### src/rtl/fetch_dp_if.sv
// ----------------------------------------------------------------------------
// fetch_dp_if
// Bus bundle between the multicycle control FSM (master) and the fetch
// datapath half (slave).
//   master drives : PCWrite, BranchEq, BranchNeq, IorD, IRWrite, PCSrc, Jen,
//                   Zero, ALUResult, MemRdData
//   slave drives  : MemAddr, PC, Instr, Op, Funct, Rs, Rt, Rd, Shamt, Imm16,
//                   MDR, ALUOut, PCMisalign, FetchCnt
// ----------------------------------------------------------------------------
interface fetch_dp_if;
   logic        PCWrite;
   logic        BranchEq;
   logic        BranchNeq;
   logic        IorD;
   logic        IRWrite;
   logic        PCSrc;
   logic        Jen;
   logic        Zero;
   logic [31:0] ALUResult;
   logic [31:0] MemRdData;
   logic [31:0] MemAddr;
   logic [31:0] PC;
   logic [31:0] Instr;
   logic [5:0]  Op;
   logic [5:0]  Funct;
   logic [4:0]  Rs;
   logic [4:0]  Rt;
   logic [4:0]  Rd;
   logic [4:0]  Shamt;
   logic [15:0] Imm16;
   logic [31:0] MDR;
   logic [31:0] ALUOut;
   logic        PCMisalign;
   logic [31:0] FetchCnt;

   modport master (
      output PCWrite, BranchEq, BranchNeq, IorD, IRWrite, PCSrc, Jen, Zero,
             ALUResult, MemRdData,
      input  MemAddr, PC, Instr, Op, Funct, Rs, Rt, Rd, Shamt, Imm16, MDR,
             ALUOut, PCMisalign, FetchCnt
   );

   modport slave (
      input  PCWrite, BranchEq, BranchNeq, IorD, IRWrite, PCSrc, Jen, Zero,
             ALUResult, MemRdData,
      output MemAddr, PC, Instr, Op, Funct, Rs, Rt, Rd, Shamt, Imm16, MDR,
             ALUOut, PCMisalign, FetchCnt
   );
endinterface

### src/rtl/fetch_dp_unit.sv
// ----------------------------------------------------------------------------
// fetch_dp_unit
// PC / instruction-register half of the multicycle MIPS datapath. Holds the
// PC, IR, MDR and ALUOut registers, produces the memory address, splits the
// instruction into fields for the control FSM, flags misaligned PC loads and
// counts instruction fetches.
//   CLK : rising-edge clock
//   CLR : asynchronous active-low reset
//   bus : fetch_dp_if.slave (control strobes, ALU/memory data in; address,
//         registers and instruction fields out)
// ----------------------------------------------------------------------------
module fetch_dp_unit #(
   parameter int          DATA_W   = 32,
   parameter logic [31:0] RESET_PC = 32'h0040_0000
) (
   input logic       CLK,
   input logic       CLR,
   fetch_dp_if.slave bus
);

   logic              pc_en_s;
   logic [DATA_W-1:0] next_pc_s;
   logic [DATA_W-1:0] pc_q,        pc_d;
   logic [DATA_W-1:0] instr_q,     instr_d;
   logic [DATA_W-1:0] mdr_q,       mdr_d;
   logic [DATA_W-1:0] alu_out_q,   alu_out_d;
   logic [DATA_W-1:0] fetch_cnt_q, fetch_cnt_d;
   logic              misalign_q,  misalign_d;

   // PC enable and next-PC source selection (jump beats PCSrc).
   always_comb begin
      pc_en_s = bus.PCWrite | (bus.BranchEq & bus.Zero) | (bus.BranchNeq & ~bus.Zero);
      if (bus.Jen) begin
         // pc_q already holds PC+4 here, so the upper nibble is MIPS-correct.
         next_pc_s = {pc_q[31:28], instr_q[25:0], 2'b00};
      end else if (bus.PCSrc) begin
         next_pc_s = alu_out_q;
      end else begin
         next_pc_s = bus.ALUResult;
      end
   end

   // Next-state logic for all holding registers.
   always_comb begin
      pc_d        = pc_q;
      misalign_d  = misalign_q;
      instr_d     = instr_q;
      fetch_cnt_d = fetch_cnt_q;
      mdr_d       = bus.MemRdData;
      alu_out_d   = bus.ALUResult;
      if (pc_en_s) begin
         // Low bits are dropped on load; a nonzero pair is recorded as sticky.
         pc_d = {next_pc_s[31:2], 2'b00};
         if (next_pc_s[1:0] != 2'b00) begin
            misalign_d = 1'b1;
         end else begin
            misalign_d = misalign_q;
         end
      end else begin
         pc_d       = pc_q;
         misalign_d = misalign_q;
      end
      if (bus.IRWrite) begin
         instr_d     = bus.MemRdData;
         fetch_cnt_d = fetch_cnt_q + 32'd1;
      end else begin
         instr_d     = instr_q;
         fetch_cnt_d = fetch_cnt_q;
      end
   end

   // State registers with asynchronous active-low clear.
   always_ff @(posedge CLK or negedge CLR) begin
      if (!CLR) begin
         pc_q        <= RESET_PC;
         instr_q     <= 32'd0;
         mdr_q       <= 32'd0;
         alu_out_q   <= 32'd0;
         fetch_cnt_q <= 32'd0;
         misalign_q  <= 1'b0;
      end else begin
         pc_q        <= pc_d;
         instr_q     <= instr_d;
         mdr_q       <= mdr_d;
         alu_out_q   <= alu_out_d;
         fetch_cnt_q <= fetch_cnt_d;
         misalign_q  <= misalign_d;
      end
   end

   assign bus.MemAddr    = bus.IorD ? alu_out_q : pc_q;
   assign bus.PC         = pc_q;
   assign bus.Instr      = instr_q;
   assign bus.Op         = instr_q[31:26];
   assign bus.Rs         = instr_q[25:21];
   assign bus.Rt         = instr_q[20:16];
   assign bus.Rd         = instr_q[15:11];
   assign bus.Shamt      = instr_q[10:6];
   assign bus.Funct      = instr_q[5:0];
   assign bus.Imm16      = instr_q[15:0];
   assign bus.MDR        = mdr_q;
   assign bus.ALUOut     = alu_out_q;
   assign bus.PCMisalign = misalign_q;
   assign bus.FetchCnt   = fetch_cnt_q;

endmodule

### src/flat_wrapper.sv
// flat-port wrapper written by rule: the top's interface ports become plain ports
module fetch_dp_unit_flat 
#(
   parameter int          DATA_W   = 32,
   parameter logic [31:0] RESET_PC = 32'h0040_0000
)
  (CLK, CLR, bus_PCWrite, bus_BranchEq, bus_BranchNeq, bus_IorD, bus_IRWrite, bus_PCSrc, bus_Jen, bus_Zero, bus_ALUResult, bus_MemRdData, bus_MemAddr, bus_PC, bus_Instr, bus_Op, bus_Funct, bus_Rs, bus_Rt, bus_Rd, bus_Shamt, bus_Imm16, bus_MDR, bus_ALUOut, bus_PCMisalign, bus_FetchCnt);
  fetch_dp_if bus_i ();
  input logic CLK;
  input logic CLR;
  input wire logic [$bits(bus_i.PCWrite)-1:0] bus_PCWrite;
  input wire logic [$bits(bus_i.BranchEq)-1:0] bus_BranchEq;
  input wire logic [$bits(bus_i.BranchNeq)-1:0] bus_BranchNeq;
  input wire logic [$bits(bus_i.IorD)-1:0] bus_IorD;
  input wire logic [$bits(bus_i.IRWrite)-1:0] bus_IRWrite;
  input wire logic [$bits(bus_i.PCSrc)-1:0] bus_PCSrc;
  input wire logic [$bits(bus_i.Jen)-1:0] bus_Jen;
  input wire logic [$bits(bus_i.Zero)-1:0] bus_Zero;
  input wire logic [$bits(bus_i.ALUResult)-1:0] bus_ALUResult;
  input wire logic [$bits(bus_i.MemRdData)-1:0] bus_MemRdData;
  output wire logic [$bits(bus_i.MemAddr)-1:0] bus_MemAddr;
  output wire logic [$bits(bus_i.PC)-1:0] bus_PC;
  output wire logic [$bits(bus_i.Instr)-1:0] bus_Instr;
  output wire logic [$bits(bus_i.Op)-1:0] bus_Op;
  output wire logic [$bits(bus_i.Funct)-1:0] bus_Funct;
  output wire logic [$bits(bus_i.Rs)-1:0] bus_Rs;
  output wire logic [$bits(bus_i.Rt)-1:0] bus_Rt;
  output wire logic [$bits(bus_i.Rd)-1:0] bus_Rd;
  output wire logic [$bits(bus_i.Shamt)-1:0] bus_Shamt;
  output wire logic [$bits(bus_i.Imm16)-1:0] bus_Imm16;
  output wire logic [$bits(bus_i.MDR)-1:0] bus_MDR;
  output wire logic [$bits(bus_i.ALUOut)-1:0] bus_ALUOut;
  output wire logic [$bits(bus_i.PCMisalign)-1:0] bus_PCMisalign;
  output wire logic [$bits(bus_i.FetchCnt)-1:0] bus_FetchCnt;
  assign bus_i.PCWrite = bus_PCWrite;
  assign bus_i.BranchEq = bus_BranchEq;
  assign bus_i.BranchNeq = bus_BranchNeq;
  assign bus_i.IorD = bus_IorD;
  assign bus_i.IRWrite = bus_IRWrite;
  assign bus_i.PCSrc = bus_PCSrc;
  assign bus_i.Jen = bus_Jen;
  assign bus_i.Zero = bus_Zero;
  assign bus_i.ALUResult = bus_ALUResult;
  assign bus_i.MemRdData = bus_MemRdData;
  assign bus_MemAddr = bus_i.MemAddr;
  assign bus_PC = bus_i.PC;
  assign bus_Instr = bus_i.Instr;
  assign bus_Op = bus_i.Op;
  assign bus_Funct = bus_i.Funct;
  assign bus_Rs = bus_i.Rs;
  assign bus_Rt = bus_i.Rt;
  assign bus_Rd = bus_i.Rd;
  assign bus_Shamt = bus_i.Shamt;
  assign bus_Imm16 = bus_i.Imm16;
  assign bus_MDR = bus_i.MDR;
  assign bus_ALUOut = bus_i.ALUOut;
  assign bus_PCMisalign = bus_i.PCMisalign;
  assign bus_FetchCnt = bus_i.FetchCnt;
  fetch_dp_unit #(.DATA_W(DATA_W), .RESET_PC(RESET_PC)) u_core (.CLK(CLK), .CLR(CLR), .bus(bus_i));
endmodule
### config.mk
export PLATFORM = sky130hd
export DESIGN_NAME = fetch_dp_unit_flat
export DESIGN_NICKNAME = d
export VERILOG_FILES = /design/src/rtl/fetch_dp_if.sv /design/src/rtl/fetch_dp_unit.sv /design/src/flat_wrapper.sv
export SDC_FILE = /design/constraint.sdc
export NUM_CORES = 1
export LEC_CHECK = 0
export ABC_AREA = 1
export ABC_CLOCK_PERIOD_IN_PS = 3300
export BUFFER_PORTS_ARGS = -buffer_cell sky130_fd_sc_hd__buf_2
export CAP_MARGIN = 20
export CELL_PAD_IN_SITES_DETAIL_PLACEMENT = 1
export CELL_PAD_IN_SITES_GLOBAL_PLACEMENT = 1
export CORE_AREA = 2 2 142 144
export CTS_CLUSTER_SIZE = 8
export DETAILED_ROUTE_END_ITERATION = 10
export DIE_AREA = 0 0 144 146
export GPL_TIMING_DRIVEN = 0
export PLACE_DENSITY = 0.85
export SETUP_SLACK_MARGIN = 0.1
export SYNTH_ARGS = -nofsm -noshare
export SYNTH_HDL_FRONTEND = slang
export SYNTH_SLANG_ARGS = --single-unit
### constraint.sdc
create_clock -name CLK -period 3.3 [get_ports CLK]
set_input_delay 0.33 -clock CLK [delete_from_list [all_inputs] [get_ports CLK]]
set_output_delay 0.33 -clock CLK [all_outputs]
set_load 0.1 [all_outputs]
== After elaboration in Yosys (flattened, before gate mapping) ==
Cells that the tools add are included.

* Register bits: 159
* Bits in latches: 0
* RAM bits: 0
* Bits in read-only memories: 0
* Bits of input ports: 74
* Output and inout port bits: 241
* Logic and storage cells: 20
* Memories kept: 0

* Add/sub/neg operators: 1
* $mul: 0
* Div/mod/pow operators: 0
* $lt $le $gt $ge: 0
* Equal/unequal tests: 0
* Shift-type cells: 0
* Muxes and demuxes: 3
* Bitwise gates (word level): 6
* Reduce and logical (&&, ||, !) cells: 3

{| class="wikitable"
|+ Operators by type and width
! operator !! number
|-
| $mux W32 || 2
|-
| $add A32 B1 Y32 const B || 1
|-
| $mux W28 || 1
|-
| $reduce_and A2 Y1 || 2
|-
| $and A1 B1 Y1 || 2
|-
| $not A1 Y1 || 2
|-
| $or A1 B1 Y1 || 2
|-
| $reduce_bool A2 Y1 || 1
|}

== Logic depth before layout (Yosys ltp) ==
* Depth in word-level cells: 4
* Mapped depth: 9
* Gate-level depth less buffers: 9

== Least setup slack after synthesis ==
Ideal clock, no wire load.

* Kind: flip-flop to output port
* From: register u_core.pc_q[23], in the netlist u_core.bus.PC[23]
* To: output port bus_MemAddr[23]
* Data arrival time: 3.167 ns
* Required time: 2.970 ns
* Slack: -0.197 ns
* Stages on the path, launching flop included: 3
* Buffers on the path: 0
* Cell sequence: dfrtp_1 inv_1 o21ai_0

* Longest elaborated chain between the ends: 1

{| class="wikitable"
|+ Ends and longest elaborated chain
! what !! line !! text
|-
| start: declaration || fetch_dp_unit.sv:23 || <nowiki>logic [DATA_W-1:0] pc_q, pc_d;</nowiki>
|-
| start signal: assignment || fetch_dp_unit.sv:82 || <nowiki>pc_q <= pc_d;</nowiki>
|-
| $mux W32 || fetch_dp_unit.sv:91 || <nowiki>assign bus.MemAddr = bus.IorD ? alu_out_q : pc_q;</nowiki>
|-
| end: declaration || flat_wrapper.sv:21 || <nowiki>output wire logic [$bits(bus_i.MemAddr)-1:0] bus_MemAddr;</nowiki>
|}

Every way passes these cells.

== Worst setup path after layout ==
* From: input port bus_IorD
* To: output port bus_MemAddr[14]

* Longest elaborated chain between the ends: 1

{| class="wikitable"
|+ Ends and longest elaborated chain
! what !! line !! text
|-
| start: declaration || flat_wrapper.sv:14 || <nowiki>input wire logic [$bits(bus_i.IorD)-1:0] bus_IorD;</nowiki>
|-
| $mux W32 || fetch_dp_unit.sv:91 ||
|}

Every way passes these cells.

==> results.md <==
* Max Cap Violations at 0
* Post-synthesis cell type count at 31
* Post-Place Cell Area at 0.00903 sq mm
* CP startpoint kind: input pin
* Register area share after synthesis at 0.560
* FFs w/ async S/R, synth at 1.00
* CTS Root Cell: clkbuf_16
* Post-Synthesis Cell Area at 0.00711 sq mm
* Wire per inst at 18.6 um
* Vias in the first global route at 7363
* Sink Count at 159
* Post-Place Setup Slack at 1130 ps
* Core area at 0.0193 sq mm
* Number of synthesized flops with an enable pin at 0
* 1st-iter DRT viols at 235
* CTS Buffer Depth at 2
* Slew of the pin with the lowest slew margin at 585 ps
* Synth Register Bits at 159
* Detail Route Antenna Nets at 0
* I/O pin cnt at 315
* Final WS setup at 1100 ps
* Clock skew at 12.0 ps
* Status: completed
* Crit share post-route at 0.668
* Total number of vias at 6698
* Synth Area per Inst at 8.94 sq um
* Worst-path clk slew at 70 ps
* CTS tree: built
* Synth area leader: dfrtp_1
* Peak VDD IR at 0.392 mV
* Clock latency on the worst-skew pair at 430 ps
* Final Cell Area at 0.00962 sq mm
* Final min period at 2200 ps
* Fmax at 454 MHz
* CP max FO at 10
* Largest net degree at the start of global routing at 88
* Setup-failing EPs final at 0
* Worst Path Required at 2970 ps
* Ys Warns at 0
* Pre-antenna DRT Iters at 4
* Gp weighted congestion at 0.820
* Dpl hpwl at 20200 um
* CTS H-tree lvls at 4
* Fin nets at 1201
* Most frequent cells after synthesis: 191 x nand2_1, 158 x dfrtp_1, 119 x inv_1, 110 x o21ai_0, 51 x buf_4
* Count leader, synth: nand2_1
* Synth Flop Type: dfrtp_1
* Total grt overflow at 0
* DIE AREA at 0.0210 sq mm
* Cells after Synth at 796
* Final hold viol count at 0
* Final core utilization at 0.498
* Slew Limit Fails at 0
* Number of remaining DRC errors at 0
* Initial antenna violation count at 3
* Post-cts sizing count at 0
* Leakage power total at 0.00520 uW
* Critical path class: in2out
* Hold slack at 15.6 ps
* Pwr Total at 7150 uW
* Starting density of the core at 0.368
* GRT Total Usage at 0.252
* Area contributors post-synth: dfrtp_1 56%, nand2_1 10%, o21ai_0 7.7%
* Worst slew margin at 0.610
* Die height at 146 um
* Worst EP arrival at 1870 ps
* CP endpoint kind: output port
* Fraction of layout instances using a drive strength above 1 at 0.363
* IO buf count at 308
* Total inserted antenna cells at 0
* Vias per cell at 4.77
* Num rows at 51
* Area Growth Syn to Fin at 35.3%
* Post-CTS Setup Bufs at 0
* Power per cell area at 743 mW/mm^2
* First-pass GRT wire length at 40800 um
* Yosys top cell area share at 0.556
* Hold Path Class: in2reg
* DIE WIDTH at 144 um
* Post-Route WL at 26100 um
* Num CTS Buffers at 17
* RSZ-0062 raised after global routing: no
## metrics by stage
| stage | cells | setup TNS (ps) |
|---|---|---|
| 2_1_floorplan | 797 | 0 |
| 3_3_place_gp | 1370 | -90620 |
| 3_5_place_dp | 1371 | 0 |
| 4_1_cts | 1403 | 0 |
| 5_1_grt | 1403 | 0 |
| 6_report | 1403 | 0 |
## cells by family after synthesis
group	Yosys count	share of synthesized area
adders and majority gates	1	0.00176
buffers and inverters	203	0.135
DFF	159	0.560
and+or+nand+nor	263	0.162
other	1	0.000527
xor gates and xnor gates	22	0.0271
AOI/OAI and AO/OA	147	0.114
## flip-flops by register name, indices dropped and copies added (netlist names)
register / flops
u_core.bus.ALUOut: 32
u_core.bus.FetchCnt: 32
u_core.bus.Instr: 32
u_core.bus.MDR: 32
u_core.bus.PC: 30
u_core.bus.PCMisalign: 1
## metal layers
layer,vias up,track usage,wire (um),part of all wire
li1,3105,-,-,-
met1,3298,0.288,10200,0.39
met2,241,0.451,13600,0.52
met3,50,0.0655,1630,0.062
met4,4,0.0873,669,0.026
met5,-,0,24,0.00092
## repair_timing
item | CTS | global route
setup endpoints to repair | 0 | 0
endpoints found under the hold margin | 72 | 0
hold buffers | 1 | 0
## layout make-up
cell class,instances,area (sq um)
buffer,83,508
clock buffer,22,474
clock inverter,9,110
fill,2395,9710
inverter,120,450
multi-input combinational,435,2180
sequential,159,3980
tap,265,332
timing repair buffer,310,1590
## where the power goes
part           total, uW  leakage [uW]  internal (uW)  switching (uW)
combinational       2890       0.00301            403            2480
sequential          2280       0.00190           2120             159
clock               1980      0.000278           1170             810
total               7150       0.00520           3690            3450
## path summary, 6_finish.rpt
check	startpoint	to	slack, ps	cells after the start
worst max register to register	u_core.bus.FetchCnt[0]$_DFFE_PN0P_	u_core.bus.FetchCnt[30]$_DFFE_PN0P_	1640	8
worst min register to register	u_core.bus.PCMisalign$_DFFE_PN0P_	u_core.bus.PCMisalign$_DFFE_PN0P_	470	1
max in group asynchronous	CLR	u_core.bus.PC[22]$_DFFE_PN1P_	1970	3
min in group asynchronous	CLR	u_core.bus.MDR[7]$_DFF_PN0_	470	2
worst max-delay path	bus_IorD	bus_MemAddr[14]	1100	5
worst min-delay path	bus_ALUResult[1]	u_core.bus.ALUOut[1]$_DFF_PN0_	20	1
## worst max-delay path: stages
cell      delay [ps]
clkbuf_1         260
clkbuf_1         500
nand2_1          100
o21ai_1          190
buf_2            500
## layout by cell type (no fill, tap or decap)
cell / n
clkbuf_1: 28
nor3b_4: 1
buf_8: 1
nand2_1: 191
nand3b_1: 3
nor2_4: 5
xor2_1: 14
nand2_2: 2
clkinv_2: 2
buf_1: 2
o21ai_0: 80
clkinv_4: 2
nor3_1: 5
buf_2: 311
dlygate4sd3_1: 1
clkbuf_16: 17
nor2_1: 22
nor3_2: 1
buf_4: 51
conb_1: 2
clkbuf_8: 3
a21oi_1: 2
nand3_4: 1
xnor2_1: 8
nor2_2: 6
inv_1: 119
nand3_2: 1
nand4_1: 9
nand2_4: 1
inv_2: 1
ha_1: 1
buf_16: 1
o21ai_1: 34
nand3_1: 15
dfrtp_1: 158
dfstp_2: 1
o211ai_1: 30
bufinv_16: 2
a21o_1: 1
clkinvlp_4: 3
Power figures use the tool's default switching activity.
